File: src/rtl/wctl_dvstack_unit.sv
// wctl_dvstack_unit: per-warp IPDOM divergence stack answering split/join commands with registered scheduler updates.
// Optional DVSTACK_PERF_EN adds max_depth and split_dvg_count outputs.
module wctl_dvstack_unit #(
  parameter int NUM_WARPS   = 4,
  parameter int NUM_THREADS = 4,
  parameter int PC_BITS     = 30,
  parameter int STACK_SIZE  = 8,
  localparam int PTRW = $clog2(STACK_SIZE + 1),
  localparam int WW   = $clog2(NUM_WARPS)
) (
  input  logic                   clk,
  input  logic                   reset,
  input  logic [WW-1:0]          dvstack_wid,
  output logic [PTRW-1:0]        dvstack_ptr,
  input  logic                   ctl_valid,
  input  logic [WW-1:0]          ctl_wid,
  input  logic [NUM_THREADS-1:0] curr_tmask,
  input  logic                   split_valid,
  input  logic                   split_is_dvg,
  input  logic [NUM_THREADS-1:0] split_then_tmask,
  input  logic [NUM_THREADS-1:0] split_else_tmask,
  input  logic [PC_BITS-1:0]     split_next_pc,
  input  logic                   join_valid,
  input  logic [PTRW-1:0]        join_stack_ptr,
  output logic                   upd_valid,
  output logic [WW-1:0]          upd_wid,
  output logic [NUM_THREADS-1:0] upd_tmask,
  output logic                   upd_pc_valid,
  output logic [PC_BITS-1:0]     upd_pc,
  output logic                   overflow
`ifdef DVSTACK_PERF_EN
  ,
  output logic [PTRW-1:0]        max_depth,
  output logic [31:0]            split_dvg_count
`endif
);
  localparam int SW = $clog2(STACK_SIZE);
  localparam logic [PTRW-1:0] ONE   = PTRW'(1);
  localparam logic [PTRW-1:0] TWO   = PTRW'(2);
  localparam logic [PTRW-1:0] LIMIT = PTRW'(STACK_SIZE - 2);
  logic [PTRW-1:0]        r_ptr      [NUM_WARPS];
  logic [NUM_THREADS-1:0] r_st_tmask [NUM_WARPS][STACK_SIZE];
  logic [PC_BITS-1:0]     r_st_pc    [NUM_WARPS][STACK_SIZE];
  logic                   r_st_ft    [NUM_WARPS][STACK_SIZE];
  logic [PTRW-1:0] w_ptr;
  logic [SW-1:0]   w_lo, w_top;
  logic            w_join, w_split, w_dvg, w_full, w_push, w_pop, w_top_ft;
  assign dvstack_ptr = r_ptr[dvstack_wid];
  // join wins over a simultaneous split; a pop needs a non-empty stack and a pointer past the split mark
  always_comb begin
    w_ptr    = r_ptr[ctl_wid];
    w_join   = ctl_valid & join_valid;
    w_split  = ctl_valid & split_valid & ~join_valid;
    w_dvg    = w_split & split_is_dvg;
    w_full   = w_ptr > LIMIT;
    w_push   = w_dvg & ~w_full;
    w_pop    = w_join & (w_ptr != join_stack_ptr) & (w_ptr != '0);
    w_lo     = w_ptr[SW-1:0];
    w_top    = SW'(w_ptr - ONE);
    w_top_ft = r_st_ft[ctl_wid][w_top];
  end
  always_ff @(posedge clk) begin
    if (w_push) begin
      r_st_tmask[ctl_wid][w_lo]           <= curr_tmask;
      r_st_pc[ctl_wid][w_lo]              <= '0;
      r_st_ft[ctl_wid][w_lo]              <= 1'b1;
      r_st_tmask[ctl_wid][w_lo + SW'(1)]  <= split_else_tmask;
      r_st_pc[ctl_wid][w_lo + SW'(1)]     <= split_next_pc;
      r_st_ft[ctl_wid][w_lo + SW'(1)]     <= 1'b0;
    end
  end
  always_ff @(posedge clk) begin
    if (reset) begin
      for (int i = 0; i < NUM_WARPS; i++) r_ptr[i] <= '0;
      upd_valid    <= 1'b0;
      upd_wid      <= '0;
      upd_tmask    <= '0;
      upd_pc_valid <= 1'b0;
      upd_pc       <= '0;
      overflow     <= 1'b0;
    end else begin
      if (w_push) r_ptr[ctl_wid] <= w_ptr + TWO;
      else if (w_pop) r_ptr[ctl_wid] <= w_ptr - ONE;
      upd_valid    <= w_split | w_pop;
      upd_pc_valid <= w_pop & ~w_top_ft;
      if (w_split | w_pop) begin
        upd_wid   <= ctl_wid;
        upd_tmask <= w_pop ? r_st_tmask[ctl_wid][w_top] : split_then_tmask;
      end
      if (w_pop & ~w_top_ft) upd_pc <= r_st_pc[ctl_wid][w_top];
      if (w_dvg & w_full) overflow <= 1'b1;
    end
  end
`ifdef DVSTACK_PERF_EN
  always_ff @(posedge clk) begin
    if (reset) begin
      max_depth       <= '0;
      split_dvg_count <= '0;
    end else begin
      if (w_push && (w_ptr + TWO) > max_depth) max_depth <= w_ptr + TWO;
      if (w_dvg && !(&split_dvg_count)) split_dvg_count <= split_dvg_count + 32'd1;
    end
  end
`endif
endmodule

File: config.mk
export PLATFORM = sky130hd
export DESIGN_NAME = wctl_dvstack_unit
export DESIGN_NICKNAME = d
export VERILOG_FILES = /design/src/rtl/wctl_dvstack_unit.sv
export SDC_FILE = /design/constraint.sdc
export NUM_CORES = 1
export LEC_CHECK = 0
export CAP_MARGIN = 30
export CORE_MARGIN = 2
export CORE_UTILIZATION = 30
export DETAILED_ROUTE_END_ITERATION = 16
export SLEW_MARGIN = 5
export SYNTH_ARGS = -nofsm -noshare
export SYNTH_HDL_FRONTEND = slang
export SYNTH_SLANG_ARGS = --single-unit
File: constraint.sdc
create_clock -name clk -period 11.2 [get_ports clk]
set_clock_uncertainty 0.2 [all_clocks]
set_input_delay 2.24 -clock clk [delete_from_list [all_inputs] [get_ports clk]]
set_output_delay 2.24 -clock clk [all_outputs]
set_load 0.01 [all_outputs]
==> run_summary.xml <==
<?xml version="1.0" encoding="UTF-8"?>
<metrics>
  <group name="run_status">
    <metric name="run_status" unit="">finished clean</metric>
  </group>
  <group name="synth">
    <metric name="synth_warnings" unit="">0</metric>
    <metric name="dominantRegCellSynth" unit="">sky130_fd_sc_hd__edfxtp_1</metric>
    <metric name="top_cell_type_s_share_of_synthesized_area" unit="">0.715</metric>
    <metric name="netlist_instances" unit="">2556</metric>
    <metric name="syn-mean-instance-area" unit="um^2">18.7</metric>
    <metric name="count_of_flip_flops_with_a_built_in_enable_after_synthesis" unit="">1136</metric>
    <metric name="synth-async-reset-ratio" unit="">0</metric>
    <metric name="cell_accounting_for_the_most_synthesized_area" unit="">sky130_fd_sc_hd__edfxtp_1</metric>
    <metric name="post_synth_instance_area" unit="um^2">47700</metric>
    <metric name="ys_types" unit="">54</metric>
    <metric name="synth_seq_area_share" unit="">0.731</metric>
    <metric name="synth_seq_cells" unit="">1175</metric>
    <metric name="postSynthNetCount" unit="">2619</metric>
    <metric name="synth.top_cells.by_area" unit="">sky130_fd_sc_hd__edfxtp_1 (72%), sky130_fd_sc_hd__mux4_2 (13%), sky130_fd_sc_hd__and2_1 (2.9%)</metric>
  </group>
  <group name="timing">
    <metric name="finalWorstPathRequiredPeriod" unit="ns">7.62</metric>
    <metric name="final-hold-violation-count" unit="">0</metric>
    <metric name="smallest_setup_slack_after_layout" unit="ns">3.58</metric>
    <metric name="worst_hold_slack" unit="ns">0.284</metric>
    <metric name="timing.setup.tns" unit="ns">0</metric>
    <metric name="clock.fmax" unit="MHz">131</metric>
    <metric name="max_slew.worst_pin.slew" unit="ns">1.03</metric>
    <metric name="period_share" unit="">0.681</metric>
    <metric name="finalSetupViolations" unit="">0</metric>
    <metric name="slew_headroom" unit="">0.310</metric>
    <metric name="drv_slew" unit="">0</metric>
    <metric name="rsz0062_at_grt" unit="">false</metric>
  </group>
  <group name="critical_path">
    <metric name="worst_path_arrival" unit="ns">8.05</metric>
    <metric name="worst-setup-path-type" unit="">primary input to flip-flop</metric>
    <metric name="crit_path_top_delay_cell" unit="">sky130_fd_sc_hd__a2111oi_0</metric>
    <metric name="crit_required" unit="ns">11.63</metric>
    <metric name="critical_path_peak_fanout" unit="">69</metric>
    <metric name="critPathMaxStageDelay" unit="ns">0.78</metric>
    <metric name="critPathLaunchType" unit="">primary input</metric>
    <metric name="number_of_buffers_and_inverters_on_the_critical_path" unit="">4</metric>
    <metric name="worstSetupEndpointType" unit="">flip-flop</metric>
    <metric name="path_cells" unit="">buf_8, buf_4, mux4_2, inv_1, ha_4, buf_4, nand2_1, o22ai_1, o22ai_1, a2111oi_0, mux2_2</metric>
    <metric name="cp_top_family" unit="">buffers and inverters</metric>
  </group>
  <group name="drt">
    <metric name="antenna_left" unit="">0</metric>
    <metric name="wl_per_cell" unit="um">28.8</metric>
    <metric name="dr_vias" unit="">25800</metric>
    <metric name="detail_route.wirelength" unit="mm">140</metric>
    <metric name="drt_first_iter_violations" unit="">3323</metric>
    <metric name="post_drt_via_cell_ratio" unit="">5.31</metric>
    <metric name="remaining_drc_errors" unit="">0</metric>
    <metric name="detail_route.first_pass.iterations" unit="">5</metric>
  </group>
  <group name="pwr">
    <metric name="vdd_drop_max" unit="V">0.000125</metric>
    <metric name="leakage" unit="nW">16.6</metric>
    <metric name="p_per_area" unit="nW/um^2">176</metric>
  </group>
  <group name="clock_tree">
    <metric name="cts_tree" unit="">yes</metric>
    <metric name="post_cts.resized_instances" unit="">0</metric>
    <metric name="clock_tree_buffer_depth" unit="">3</metric>
    <metric name="holdBufCountCts" unit="">0</metric>
    <metric name="clock_sinks" unit="">1175</metric>
    <metric name="post-cts-setup-buffer-count" unit="">0</metric>
    <metric name="clk_pin_slew_worst_paths" unit="ns">0.06</metric>
    <metric name="clkLatencyLatePin" unit="ns">0.70</metric>
    <metric name="htreeDepth" unit="">3</metric>
    <metric name="cts-buffers-inserted" unit="">119</metric>
    <metric name="clock_tree.root_cell" unit="">sky130_fd_sc_hd__clkbuf_16</metric>
  </group>
  <group name="grt">
    <metric name="first_global_vias" unit="">25800</metric>
    <metric name="globalRouteOverflowTotal" unit="">0</metric>
    <metric name="grt_pass1_wl" unit="mm">196</metric>
    <metric name="grt_start_max_net_pins" unit="">134</metric>
    <metric name="grt_antenna_before_repair" unit="">14</metric>
    <metric name="global_route_usage_over_all_layers" unit="">0.170</metric>
  </group>
  <group name="job">
    <metric name="cap_violations" unit="">0</metric>
  </group>
  <group name="placed_design">
    <metric name="portBuffers" unit="">98</metric>
    <metric name="detailedPlacementHpwl" unit="mm">78.5</metric>
    <metric name="post-place-cells" unit="">4629</metric>
    <metric name="globalplace.congestion" unit="">0.778</metric>
    <metric name="place_worst_setup_slack" unit="ns">2.81</metric>
    <metric name="placement.cell_area" unit="um^2">51300</metric>
  </group>
  <group name="floorplan">
    <metric name="initial_core_util" unit="">0.302</metric>
    <metric name="count_of_boundary_i_o_pins" unit="">99</metric>
    <metric name="core" unit="um^2">158000</metric>
    <metric name="floorplan.rows" unit="">146</metric>
    <metric name="die_x" unit="um">403</metric>
    <metric name="dieArea" unit="um^2">162000</metric>
    <metric name="fp.dieH" unit="um">403</metric>
  </group>
  <group name="cells_and_area">
    <metric name="post_route_cells_drive_above_1_share" unit="">0.227</metric>
    <metric name="finalNetCount" unit="">2746</metric>
    <metric name="area_delta_synth_final" unit="%">16.1</metric>
    <metric name="post-route-cell-area" unit="um^2">55400</metric>
    <metric name="layout.cells.non_filler" unit="">4862</metric>
  </group>
  <group name="min_path">
    <metric name="worstHoldPathType" unit="">flip-flop to flip-flop</metric>
  </group>
</metrics>
## metal layers
layer,GRT usage,vias up,routed length (um)
li1,-,10500,-
met1,0.242,13700,58900
met2,0.260,1314,63400
met3,0.0409,213,14100
met4,0.0466,10,3430
met5,0,-,60
## metrics by stage
step                 util  power [W]
floorplan               -    0.00544
global placement    0.324    0.00580
detailed placement  0.324    0.00581
CTS                 0.349    0.00980
global route        0.350     0.0100
finish              0.350    0.00976
## layout make-up
class | instances | area [um^2]
fill | 14700 | 103000
sequential | 1175 | 34900
multi-input combinational | 1203 | 12200
clock buffer | 176 | 3410
tap | 2072 | 2590
timing repair buffer | 171 | 1630
clock inverter | 50 | 588
inverter | 13 | 52.6
antenna | 2 | 5.00
## state kept, by name, summed over array words and instances (netlist names)
register	flops
overflow	1
r_ptr	16
r_st_ft	32
r_st_pc	960
r_st_tmask	128
upd_pc	30
upd_pc_valid	1
upd_tmask	4
upd_valid	1
upd_wid	2
## worst paths after layout
path                    start         to  slack (ns)  cells past startpoint
setup / recovery   ctl_wid[0]  upd_pc[6]        3.58                     11
setup reg to reg  r_ptr[3][1]  upd_pc[6]        6.20                      9
hold / removal       overflow   overflow        0.28                      2
hold reg to reg      overflow   overflow        0.28                      2
## cell usage in the layout (no fill, tap or decap), types with 44 or more instances in the layout
cell type	n
sky130_fd_sc_hd__a21oi_1	46
sky130_fd_sc_hd__and2_1	223
sky130_fd_sc_hd__buf_4	67
sky130_fd_sc_hd__clkbuf_16	123
sky130_fd_sc_hd__clkdlybuf4s50_1	95
sky130_fd_sc_hd__edfxtp_1	1136
sky130_fd_sc_hd__mux2_2	57
sky130_fd_sc_hd__mux2i_1	44
sky130_fd_sc_hd__mux4_2	267
sky130_fd_sc_hd__nand2_1	169
sky130_fd_sc_hd__nand3_1	50
sky130_fd_sc_hd__o22ai_1	51
## synth_stat cells, types with 3 or more instances
library cell                number
sky130_fd_sc_hd__nand3b_1        3
sky130_fd_sc_hd__a2111oi_0      34
sky130_fd_sc_hd__a21oi_1        46
sky130_fd_sc_hd__a31oi_1         4
sky130_fd_sc_hd__nor2_1         62
sky130_fd_sc_hd__a32o_1         13
sky130_fd_sc_hd__nor2_2          6
sky130_fd_sc_hd__nand3_1        50
sky130_fd_sc_hd__o21bai_1        4
sky130_fd_sc_hd__clkbuf_2       13
sky130_fd_sc_hd__o21ai_0        23
sky130_fd_sc_hd__nor2b_1        19
sky130_fd_sc_hd__nor3_1         38
sky130_fd_sc_hd__clkbuf_1       85
sky130_fd_sc_hd__and2_0          5
sky130_fd_sc_hd__nand2_1       169
sky130_fd_sc_hd__edfxtp_1     1136
sky130_fd_sc_hd__xnor2_1         5
sky130_fd_sc_hd__a211oi_1        3
sky130_fd_sc_hd__mux2_4         10
sky130_fd_sc_hd__mux2_2         57
sky130_fd_sc_hd__o22ai_1        51
sky130_fd_sc_hd__inv_1          11
sky130_fd_sc_hd__dfxtp_1        39
sky130_fd_sc_hd__buf_1           6
sky130_fd_sc_hd__mux2i_1        44
sky130_fd_sc_hd__buf_6           9
sky130_fd_sc_hd__and2_1        223
sky130_fd_sc_hd__buf_2          28
sky130_fd_sc_hd__buf_4          23
sky130_fd_sc_hd__and3_1         32
sky130_fd_sc_hd__ha_1            7
sky130_fd_sc_hd__a221oi_1        3
sky130_fd_sc_hd__nand2b_1        3
sky130_fd_sc_hd__mux4_2        267
## worst register-to-register path: stages (launching register included)
cell and delay, ns:
sky130_fd_sc_hd__edfxtp_1 0.38, sky130_fd_sc_hd__mux4_2 0.59, sky130_fd_sc_hd__inv_1 0.19, sky130_fd_sc_hd__ha_4 0.64, sky130_fd_sc_hd__buf_4 0.62, sky130_fd_sc_hd__nand2_1 0.69, sky130_fd_sc_hd__o22ai_1 0.44, sky130_fd_sc_hd__o22ai_1 0.13
sky130_fd_sc_hd__a2111oi_0 0.78, sky130_fd_sc_hd__mux2_2 0.28
## power breakdown
part	internal [W]	total [W]	switching (W)	leakage (nW)
combinational	0.000343	0.000894	0.000551	4.77
sequential	0.00479	0.00483	0.0000367	9.86
clock	0.00239	0.00404	0.00164	1.95
## cell families (layout without fill, tap and decap cells)
family / count (synthesis) / count (layout) / synth area share
buffers and inverters: 178 / 410 / 0.0186
AND/OR/NAND/NOR: 622 / 622 / 0.0676
other: 0 / 2 / 0
flip-flops: 1175 / 1175 / 0.731
AO/OA/AOI/OAI: 188 / 188 / 0.0265
adder cells (fa/ha/maj): 7 / 7 / 0.00184
multiplexers: 379 / 379 / 0.152
XOR/XNOR: 7 / 7 / 0.00184
Power figures use the tool's default switching activity.
